<file path="src/rtl/uart_cmd_led_sched.sv">
`default_nettype none
// ============================================================================
// Module  : uart_cmd_led_sched
// Brief   : Parses 8-byte UART command frames (HDR0 HDR1 T3..T0 CTRL TAIL) and
//           steps the LED through the committed 8-phase pattern. Optional
//           FRAME_CHECKSUM_EN adds an XOR checksum byte before the tail.
// Revision: 1.0 - initial release
// ============================================================================
module uart_cmd_led_sched #(
    parameter logic [7:0]  HDR0         = 8'h55,
    parameter logic [7:0]  HDR1         = 8'hA5,
    parameter logic [7:0]  TAIL         = 8'hF0,
    parameter logic [31:0] DEF_TIME     = 32'd25_000_000,
    parameter logic [7:0]  DEF_CTRL     = 8'hAA,
    parameter logic [19:0] BYTE_TIMEOUT = 20'd100_000
) (
    input  logic        Clk,
    input  logic        Reset,
    input  logic [7:0]  rx_data,
    input  logic        rx_done,
    output logic        Led,
    output logic [31:0] time_set,
    output logic [7:0]  ctrl_set,
    output logic        frame_ok,
    output logic        frame_err
);

    typedef enum logic [3:0] {
        S_IDLE = 4'd0,
        S_HDR1 = 4'd1,
        S_T3   = 4'd2,
        S_T2   = 4'd3,
        S_T1   = 4'd4,
        S_T0   = 4'd5,
        S_CTRL = 4'd6,
        S_TAIL = 4'd7
`ifdef FRAME_CHECKSUM_EN
        , S_CSUM = 4'd8
`endif
    } state_t;

    state_t      r_state;
    state_t      w_state_nxt;
    logic [19:0] r_to_cnt;
    logic [31:0] r_shadow_time;
    logic [7:0]  r_shadow_ctrl;
    logic [31:0] r_cnt;
    logic [2:0]  r_phase;
    logic        w_commit;
    logic        w_reject;
    logic        w_timeout;
    logic        w_tail_ok;

`ifdef FRAME_CHECKSUM_EN
    logic       r_csum_bad;
    logic [7:0] w_csum_calc;
    assign w_csum_calc = r_shadow_time[31:24] ^ r_shadow_time[23:16] ^
                         r_shadow_time[15:8]  ^ r_shadow_time[7:0]   ^ r_shadow_ctrl;
    assign w_tail_ok   = (rx_data == TAIL) && (r_shadow_time != 32'd0) && !r_csum_bad;
`else
    assign w_tail_ok   = (rx_data == TAIL) && (r_shadow_time != 32'd0);
`endif

    always_ff @(posedge Clk) begin
        if (Reset) r_state <= S_IDLE;
        else       r_state <= w_state_nxt;
    end

    // A received byte always takes precedence over an expiring timeout.
    always_comb begin
        w_state_nxt = r_state;
        w_commit    = 1'b0;
        w_reject    = 1'b0;
        w_timeout   = 1'b0;
        if (rx_done) begin
            case (r_state)
                S_IDLE: if (rx_data == HDR0) w_state_nxt = S_HDR1;
                S_HDR1: begin
                    if      (rx_data == HDR1) w_state_nxt = S_T3;
                    else if (rx_data == HDR0) w_state_nxt = S_HDR1;
                    else                      w_state_nxt = S_IDLE;
                end
                S_T3:   w_state_nxt = S_T2;
                S_T2:   w_state_nxt = S_T1;
                S_T1:   w_state_nxt = S_T0;
                S_T0:   w_state_nxt = S_CTRL;
`ifdef FRAME_CHECKSUM_EN
                S_CTRL: w_state_nxt = S_CSUM;
                S_CSUM: w_state_nxt = S_TAIL;
`else
                S_CTRL: w_state_nxt = S_TAIL;
`endif
                S_TAIL: begin
                    w_state_nxt = S_IDLE;
                    w_commit    = w_tail_ok;
                    w_reject    = !w_tail_ok;
                end
                default: w_state_nxt = S_IDLE;
            endcase
        end else if ((r_state != S_IDLE) && (r_to_cnt == BYTE_TIMEOUT - 20'd1)) begin
            w_state_nxt = S_IDLE;
            w_timeout   = 1'b1;
        end
    end

    always_ff @(posedge Clk) begin
        if (Reset || rx_done || (r_state == S_IDLE) || w_timeout) r_to_cnt <= 20'd0;
        else                                                     r_to_cnt <= r_to_cnt + 20'd1;
    end

    always_ff @(posedge Clk) begin
        if (Reset || w_timeout) begin
            r_shadow_time <= 32'd0;
            r_shadow_ctrl <= 8'd0;
`ifdef FRAME_CHECKSUM_EN
            r_csum_bad    <= 1'b0;
`endif
        end else if (rx_done) begin
            case (r_state)
                S_T3:   r_shadow_time[31:24] <= rx_data;
                S_T2:   r_shadow_time[23:16] <= rx_data;
                S_T1:   r_shadow_time[15:8]  <= rx_data;
                S_T0:   r_shadow_time[7:0]   <= rx_data;
                S_CTRL: r_shadow_ctrl        <= rx_data;
`ifdef FRAME_CHECKSUM_EN
                S_CSUM: r_csum_bad           <= (rx_data != w_csum_calc);
`endif
                default: ;
            endcase
        end
    end

    // Commit restarts the pattern and wins over a coincident period end.
    always_ff @(posedge Clk) begin
        if (Reset) begin
            time_set  <= DEF_TIME;
            ctrl_set  <= DEF_CTRL;
            r_cnt     <= 32'd0;
            r_phase   <= 3'd0;
            Led       <= DEF_CTRL[0];
            frame_ok  <= 1'b0;
            frame_err <= 1'b0;
        end else begin
            frame_ok  <= w_commit;
            frame_err <= w_reject || w_timeout;
            if (w_commit) begin
                time_set <= r_shadow_time;
                ctrl_set <= r_shadow_ctrl;
                r_cnt    <= 32'd0;
                r_phase  <= 3'd0;
                Led      <= r_shadow_ctrl[0];
            end else if (r_cnt == time_set - 32'd1) begin
                r_cnt   <= 32'd0;
                r_phase <= r_phase + 3'd1;
                Led     <= ctrl_set[r_phase + 3'd1];
            end else begin
                r_cnt   <= r_cnt + 32'd1;
            end
        end
    end

endmodule
`default_nettype wire

</file>
<file path="config.mk">
export PLATFORM = sky130hd
export DESIGN_NAME = uart_cmd_led_sched
export DESIGN_NICKNAME = d
export VERILOG_FILES = /design/src/rtl/uart_cmd_led_sched.sv
export SDC_FILE = /design/constraint.sdc
export NUM_CORES = 1
export LEC_CHECK = 0
export CAP_MARGIN = 10
export CORE_MARGIN = 8
export CORE_UTILIZATION = 54
export CTS_BUF_LIST = sky130_fd_sc_hd__clkbuf_8
export DETAILED_ROUTE_END_ITERATION = 12
export GPL_ROUTABILITY_DRIVEN = 0
export GPL_TIMING_DRIVEN = 0
export PLACE_DENSITY = 0.77
export SYNTH_ARGS = -nofsm -noshare
export SYNTH_HDL_FRONTEND = slang
export SYNTH_SLANG_ARGS = --single-unit
</file>
<file path="constraint.sdc">
create_clock -name Clk -period 3.5 [get_ports Clk]
set_input_delay 0.7 -clock Clk [delete_from_list [all_inputs] [get_ports Clk]]
set_output_delay 0.7 -clock Clk [all_outputs]
set_load 0.05 [all_outputs]
</file>
==> metrics.yaml, run 1 <==
detailed_routing:
  wl_per_cell_um: 16.1
  dr_total_vias: 6020
  wirelength_um: 17300
  vias_per_cell: 5.62
  first_iter_violations: 476
  drc: 0
  drtPass1Iterations: 9
  ant_nets: 0
synthesis:
  ys_seq_elements: 141
  ys_warn_count: 0
  synth_edf_count: 0
  netlist_area_um2: 6690
  synth.distinct_cells: 62
  synth-seq-area-share_pct: 42.2
  synthCells: 814
  avgSynthCellArea_um2: 8.22
  syn-num-nets: 829
  synth_top_flop_cell: "dfxtp_1"
  synthArstFlopShare_pct: 0
critical_path:
  r2r-end: "r_phase[2]$_SDFFE_PP0N_"
  cpMostUsedCell: "or4_4"
  worst-r2r-cell-count: 9
  cp.arrival_ns: 3.85
  timing_worst_setup_path_type: "flop to flop"
  critPathMaxStageDelay_ns: 0.58
  r2r-start: "time_set[10]$_SDFFE_PP0P_"
  cp_max_fo: 7
  cp_top_family: "simple AND/OR/NAND/NOR gates"
  worstSetupStartpoint: "time_set[10]$_SDFFE_PP0P_"
  worstSetupEndpointType: "flop"
  path_buf_inv: 0
  r2r_setup_slack_ns: 0.04
  cp_slowest_cell: "or4_4"
  cp.required_ns: 3.89
  startpoint_type: "flop"
  crit_chain: "or4_4, or4_4, or4_4, mux2i_1, nor3_1, o21ai_1, or4_4, or3_4, a21oi_2"
grt:
  grt_pass1_vias: 5937
  grt_max_degree: 17
  grt_pass1_wl_um: 28300
  grtUsageTotal_pct: 21.5
  antenna_found_initial: 0
  grt_overflow: 0
timing:
  tightestPinTransition_ns: 0.926
  setup_viol: 0
  slew_violations: 0
  period_minus_slack_ns: 3.46
  hold_viol: 0
  relSlewSlack_pct: 38.2
  setup_ws_ns: 0.0408
  rsz0062_at_grt: "true"
  fin_worst_skew_ns: 0.0122
  fmax_ghz: 0.289
  min_period_over_period_pct: 98.8
pwr:
  pwr-share-seq_pct: 54.7
  finalPower_mw: 2.93
  p_sw_share_pct: 24.6
  p_switching_uw: 720
  clkPwrFrac_pct: 42.9
  peakVddDrop_mv: 0.303
  power.internal_mw: 2.21
  comb_power_share_pct: 2.4
  powerDensity_nw_per_um2: 365
  p_leak_nw: 2.72
hold_path:
  min_path_cells: 2
  min-delay-start: "r_shadow_ctrl[7]$_SDFFE_PP0P_"
  hold_end: "r_shadow_ctrl[7]$_SDFFE_PP0P_"
  worstHoldPathType: "flop to flop"
floorplanning:
  placementRows: 40
  io_pins: 54
  start_util_pct: 55.4
  die_x_um: 127
  dieArea_um2: 16200
  core_area_um2: 12100
  die_h_um: 127
run:
  drv_cap: 0
clock_tree:
  cts.sinks: 141
  root_buffer: "clkbuf_8"
  cts.path.max_buffers: 2
  cts_buffers: 17
  cts_tree: "yes"
  clk_pin_slew_ns: 0.09
  cts-hold-fix-buffers: 0
  insertion_delay_ns: 0.45
  htreeDepth: 4
place:
  port_buffers: 48
  dp_hpwl_um: 12600
  post-place-ws_ns: -0.429
finish:
  fill_cells: 1031
  final_nets: 906
  syn_to_final_growth_pct: 20.1
  diodes: 0
  drive_above_1_share_pct: 11.0
run_status:
  outcome: "completed"
[synthesized netlist by cell type, types with 4 or more instances]
master / count / area (um2)
a21oi_1: 59 / 295
and3_1: 9 / 56.3
and4_1: 4 / 35.0
buf_2: 5 / 25.0
clkbuf_1: 34 / 128
dfxtp_1: 141 / 2820
ha_1: 4 / 50.1
inv_1: 7 / 26.3
mux2i_1: 20 / 200
nand2_1: 156 / 586
nand2b_1: 5 / 31.3
nand3_1: 21 / 105
nand3b_1: 18 / 135
nand4_1: 18 / 113
nand4b_1: 4 / 35.0
nor2_1: 92 / 345
nor3_1: 19 / 95.1
nor3b_1: 6 / 45.0
nor4_1: 25 / 156
o21ai_0: 7 / 35.0
or3_1: 10 / 62.6
or4_1: 5 / 37.5
xnor2_1: 44 / 385
xor2_1: 52 / 455
[kinds of logic (layout without fill, tap and decap cells)]
group           Yosys count  count (layout)  share of synthesized area, %
simple gates            414             414                          30.3
flops                   141             141                          42.2
xor+xnor                 96              96                          12.6
compound gates           85              85                          7.22
buf+inv                  51             141                          3.09
mux                      23              23                          3.84
fa+ha+maj                 4               4                         0.748
[power groups by stage]
stage / Clock (mW) / Sequential, mW / Combinational (mW)
global route: 1.35 / 1.60 / 0.0754
detailed placement: 0 / 1.65 / 0.0657
global placement: 0 / 1.65 / 0.0640
finish: 1.26 / 1.60 / 0.0702
CTS: 1.27 / 1.61 / 0.0689
floorplan: 0 / 1.65 / 0.0376
[worst reg2reg max path: cells and delay by family, from the launching register on]
kind / cells / cell delay, ns
flip-flops: 1 / 0.35
multiplexers: 1 / 0.13
AND/OR/NAND/NOR: 6 / 2.72
AO/OA/AOI/OAI: 2 / 0.21
[registers in the layout, summed over array words and instances (netlist names)]
name	cells
r_cnt	32
r_shadow_time	32
time_set	32
r_to_cnt	20
ctrl_set	8
r_shadow_ctrl	8
r_phase	3
r_state	3
Led	1
frame_err	1
frame_ok	1
[per-stage QoR]
| stage | hold WS [ns] | cells | utilization, % | cell area, um2 | setup TNS, ns |
|---|---|---|---|---|---|
| global route | 0.480 | 1072 | 66.6 | 8030 | -0.0409 |
| global placement | 0.446 | 1030 | 61.8 | 7450 | -11.39 |
| finish | 0.465 | 1072 | 66.6 | 8030 | 0 |
| floorplan | 0.426 | 814 | - | 6760 | 0 |
| CTS | 0.462 | 1063 | 65.5 | 7900 | 0 |
| detailed placement | 0.450 | 1031 | 61.9 | 7460 | -14.43 |
[metal layers]
layer	up-vias	GRT usage [%]	wire length (um)
li1	2953	-	-
met2	159	36.2	8500
met3	28	5.74	955
met5	-	0	0
met4	0	8.89	288
met1	2880	25.4	7520
[repair_timing]
| action | 4_1_cts | 5_1_grt |
|---|---|---|
| resized for setup | 15 | 18 |
| buffers inserted | 1 | 13 |
| endpoints found under the setup margin | 36 | 32 |
| pin swaps | 6 | 17 |
[area by class of cell]
class                      instances  area (um2)  area share, %
buffer                            39         170           2.12
multi-input combinational        622        3790           47.2
tap                              168         210           2.62
clock inverter                    14         128           1.59
timing repair buffer              63         593           7.38
inverter                           7        28.8          0.358
clock buffer                      18         248           3.08
sequential                       141        2860           35.6
[worst max path at each step]
| stage | cells past startpoint | endpoint |
|---|---|---|
| floorplan | 11 | r_phase[2]$_SDFFE_PP0N_ |
| global placement | 12 | r_cnt[30]$_SDFF_PP0_ |
| detailed placement | 12 | r_cnt[25]$_SDFF_PP0_ |
| CTS | 14 | r_phase[2]$_SDFFE_PP0N_ |
| global route | 11 | r_phase[2]$_SDFFE_PP0N_ |
| finish | 9 | r_phase[2]$_SDFFE_PP0N_ |
[cells in the final DEF (no fill, tap or decap), types with 20 or more instances in the layout]
master | Yosys | layout
nor4_1 | 25 | 21
mux2i_1 | 20 | 20
clkbuf_1 | 34 | 32
xnor2_1 | 44 | 44
nand2_1 | 156 | 155
xor2_1 | 52 | 52
dfxtp_1 | 141 | 127
nand3_1 | 21 | 21
a21oi_1 | 59 | 58
nor2_1 | 92 | 91
clkdlybuf4s50_1 | 0 | 48
No activity file was read; power rests on OpenSTA's default activity.
==> run 2, diff against run 1 <==
--- a/config.mk
+++ b/config.mk
@@ -13,6 +13,7 @@
 export GPL_ROUTABILITY_DRIVEN = 0
 export GPL_TIMING_DRIVEN = 0
 export PLACE_DENSITY = 0.77
+export RECOVER_POWER = 50
 export SYNTH_ARGS = -nofsm -noshare
 export SYNTH_HDL_FRONTEND = slang
 export SYNTH_SLANG_ARGS = --single-unit
==> metrics.yaml, run 2 (synthesis results as in run 1) <==
finish:
  layout_commonest_cell: "nand2_1"
  syn_to_final_growth_pct: 20.1  # unchanged
  top_regs: "r_cnt x32, r_shadow_time x32, time_set x32"
  final_util_pct: 66.6  # unchanged
  drive_above_1_share_pct: 11.0  # unchanged
  final_cell_count_no_fill: 1072  # unchanged
  stdcell_area_um2: 8030  # unchanged
  final_cell_mix: "155 x nand2_1, 127 x dfxtp_1, 91 x nor2_1, 58 x a21oi_1, 52 x xor2_1"
  diodes: 0  # unchanged
  final_nets: 906  # unchanged
clock_tree:
  insertion_delay_ns: 0.45  # about the same
  clk_pin_slew_ns: 0.09  # about the same
  htreeDepth: 4  # unchanged
  cts_buffers: 17  # unchanged
  root_buffer: "clkbuf_8"
  cts-hold-fix-buffers: 0  # unchanged
  cts.sinks: 141  # unchanged
  cts_tree: "yes"
  cts.path.max_buffers: 2  # unchanged
detailed_routing:
  wirelength_um: 17200  # about the same
  drtPass1Iterations: 5  # -4
  ant_nets: 0  # unchanged
  dr_total_vias: 6027  # +0.12%
  vias_per_cell: 5.62  # +0.12%
  first_iter_violations: 465  # -2.3%
  wl_per_cell_um: 16.1  # about the same
  drc: 0  # unchanged
timing:
  relSlewSlack_pct: 41.8  # +3.7 points
  fin_worst_skew_ns: 0.0134  # +0.00120 ns
  setup_ws_ns: 0.0363  # -0.00457 ns
  slew_violations: 0  # unchanged
  tightestPinTransition_ns: 0.871  # -0.0547 ns
  min_period_over_period_pct: 99.0  # +0.13 points
  rsz0062_at_grt: "true"
  setup_viol: 0  # unchanged
  period_minus_slack_ns: 3.46  # +0.00457 ns
  fmax_ghz: 0.289  # -0.13%
  hold_viol: 0  # unchanged
pwr:
  peakVddDrop_mv: 0.304  # +0.12%
  powerDensity_nw_per_um2: 365  # about the same
  p_leak_nw: 2.77  # +1.7%
grt:
  grtUsageTotal_pct: 21.5  # unchanged
  grt_pass1_wl_um: 28300  # unchanged
  grt_pass1_vias: 5937  # unchanged
  grt_max_degree: 17  # unchanged
  antenna_found_initial: 0  # unchanged
  grt_overflow: 0  # unchanged
floorplanning:
  die_h_um: 127  # unchanged
  start_util_pct: 55.4  # unchanged
  die_x_um: 127  # unchanged
  dieArea_um2: 16200  # unchanged
  placementRows: 40  # unchanged
  core_area_um2: 12100  # unchanged
  io_pins: 54  # unchanged
critical_path:
  worst-r2r-cell-count: 9  # unchanged
  timing_worst_setup_path_type: "flop to flop"
  r2r_setup_slack_ns: 0.04  # about the same
  cp_max_fo: 7  # unchanged
  startpoint_type: "flop"
  worstSetupEndpointType: "flop"
  cp.required_ns: 3.89  # about the same
  cp.arrival_ns: 3.86  # about the same
run_status:
  outcome: "completed"
place:
  port_buffers: 48  # unchanged
  post-place-ws_ns: -0.429  # unchanged
  postPlaceCellArea_um2: 7460  # unchanged
  placed_cells: 1031  # unchanged
  dp_hpwl_um: 12600  # unchanged
hold_path:
  min_path_cells: 2  # unchanged
  worstHoldPathType: "flop to flop"
run:
  drv_cap: 0  # unchanged
## run 2: cell count changes in the layout (fill, tap and decap cells not counted)
| cell | delta |
|---|---|
| and2_0 | +1 |
| and2_1 | -1 |
| buf_1 | -1 |
| clkbuf_1 | +1 |
| clkdlybuf4s50_1 | -44 |
| dlygate4sd3_1 | +44 |
## run 2: metal layers
layer	track usage, %	up-vias	wire, um
met5	0	-	0
met3	5.74	29	943
met4	8.89	0	298
li1	-	2955	-
met2	36.2	148	8500
met1	25.4	2895	7510
## run 2: power by group
| group | switching (mW) | internal [mW] |
|---|---|---|
| clock | 0.669 | 0.591 |
| combinational | 0.0470 | 0.0227 |
| sequential | 0.00516 | 1.60 |
| total | 0.722 | 2.21 |
## run 2: path summary, 6_finish.rpt
| path | start | to |
|---|---|---|
| min | r_shadow_ctrl[4]$_SDFFE_PP0P_ | r_shadow_ctrl[4]$_SDFFE_PP0P_ |
| max | time_set[10]$_SDFFE_PP0P_ | r_phase[2]$_SDFFE_PP0N_ |
| min reg2reg | r_shadow_ctrl[4]$_SDFFE_PP0P_ | r_shadow_ctrl[4]$_SDFFE_PP0P_ |
| max reg2reg | time_set[10]$_SDFFE_PP0P_ | r_phase[2]$_SDFFE_PP0N_ |
## run 2: what timing repair did
item | 4_1_cts | 5_1_grt
pin swaps | 6 | 17
setup endpoints to repair | 36 | 32
setup buffers | 1 | 13
gates resized for setup | 15 | 18
## run 2: layout make-up
cell class	instances	area, um2
Tap cell	168	210
Buffer	39	170
Sequential cell	141	2860
Timing Repair Buffer	63	593
Fill cell	1031	4030
Clock inverter	14	128
Multi-Input combinational cell	622	3790
Clock buffer	18	248
Inverter	7	28.8
## run 2: worst max-delay path, stage by stage (launching register included)
cell and delay (ns):
dfxtp_4 0.35, or4_4 0.53, or4_4 0.58, or4_4 0.44, mux2i_1 0.13, nor3_1 0.23
o21ai_1 0.09, or4_4 0.54, or3_4 0.40, a21oi_2 0.12
## run 2: metrics by stage
step	power, mW	TNS (ns)	hold WS, ns
final	2.93	0	0.465
after global routing	3.03	-0.0400	0.480
after CTS	2.95	0	0.462
after detailed placement	1.71	-14.43	0.450
after global placement	1.71	-11.39	0.446
after floorplan	1.68	0	0.426
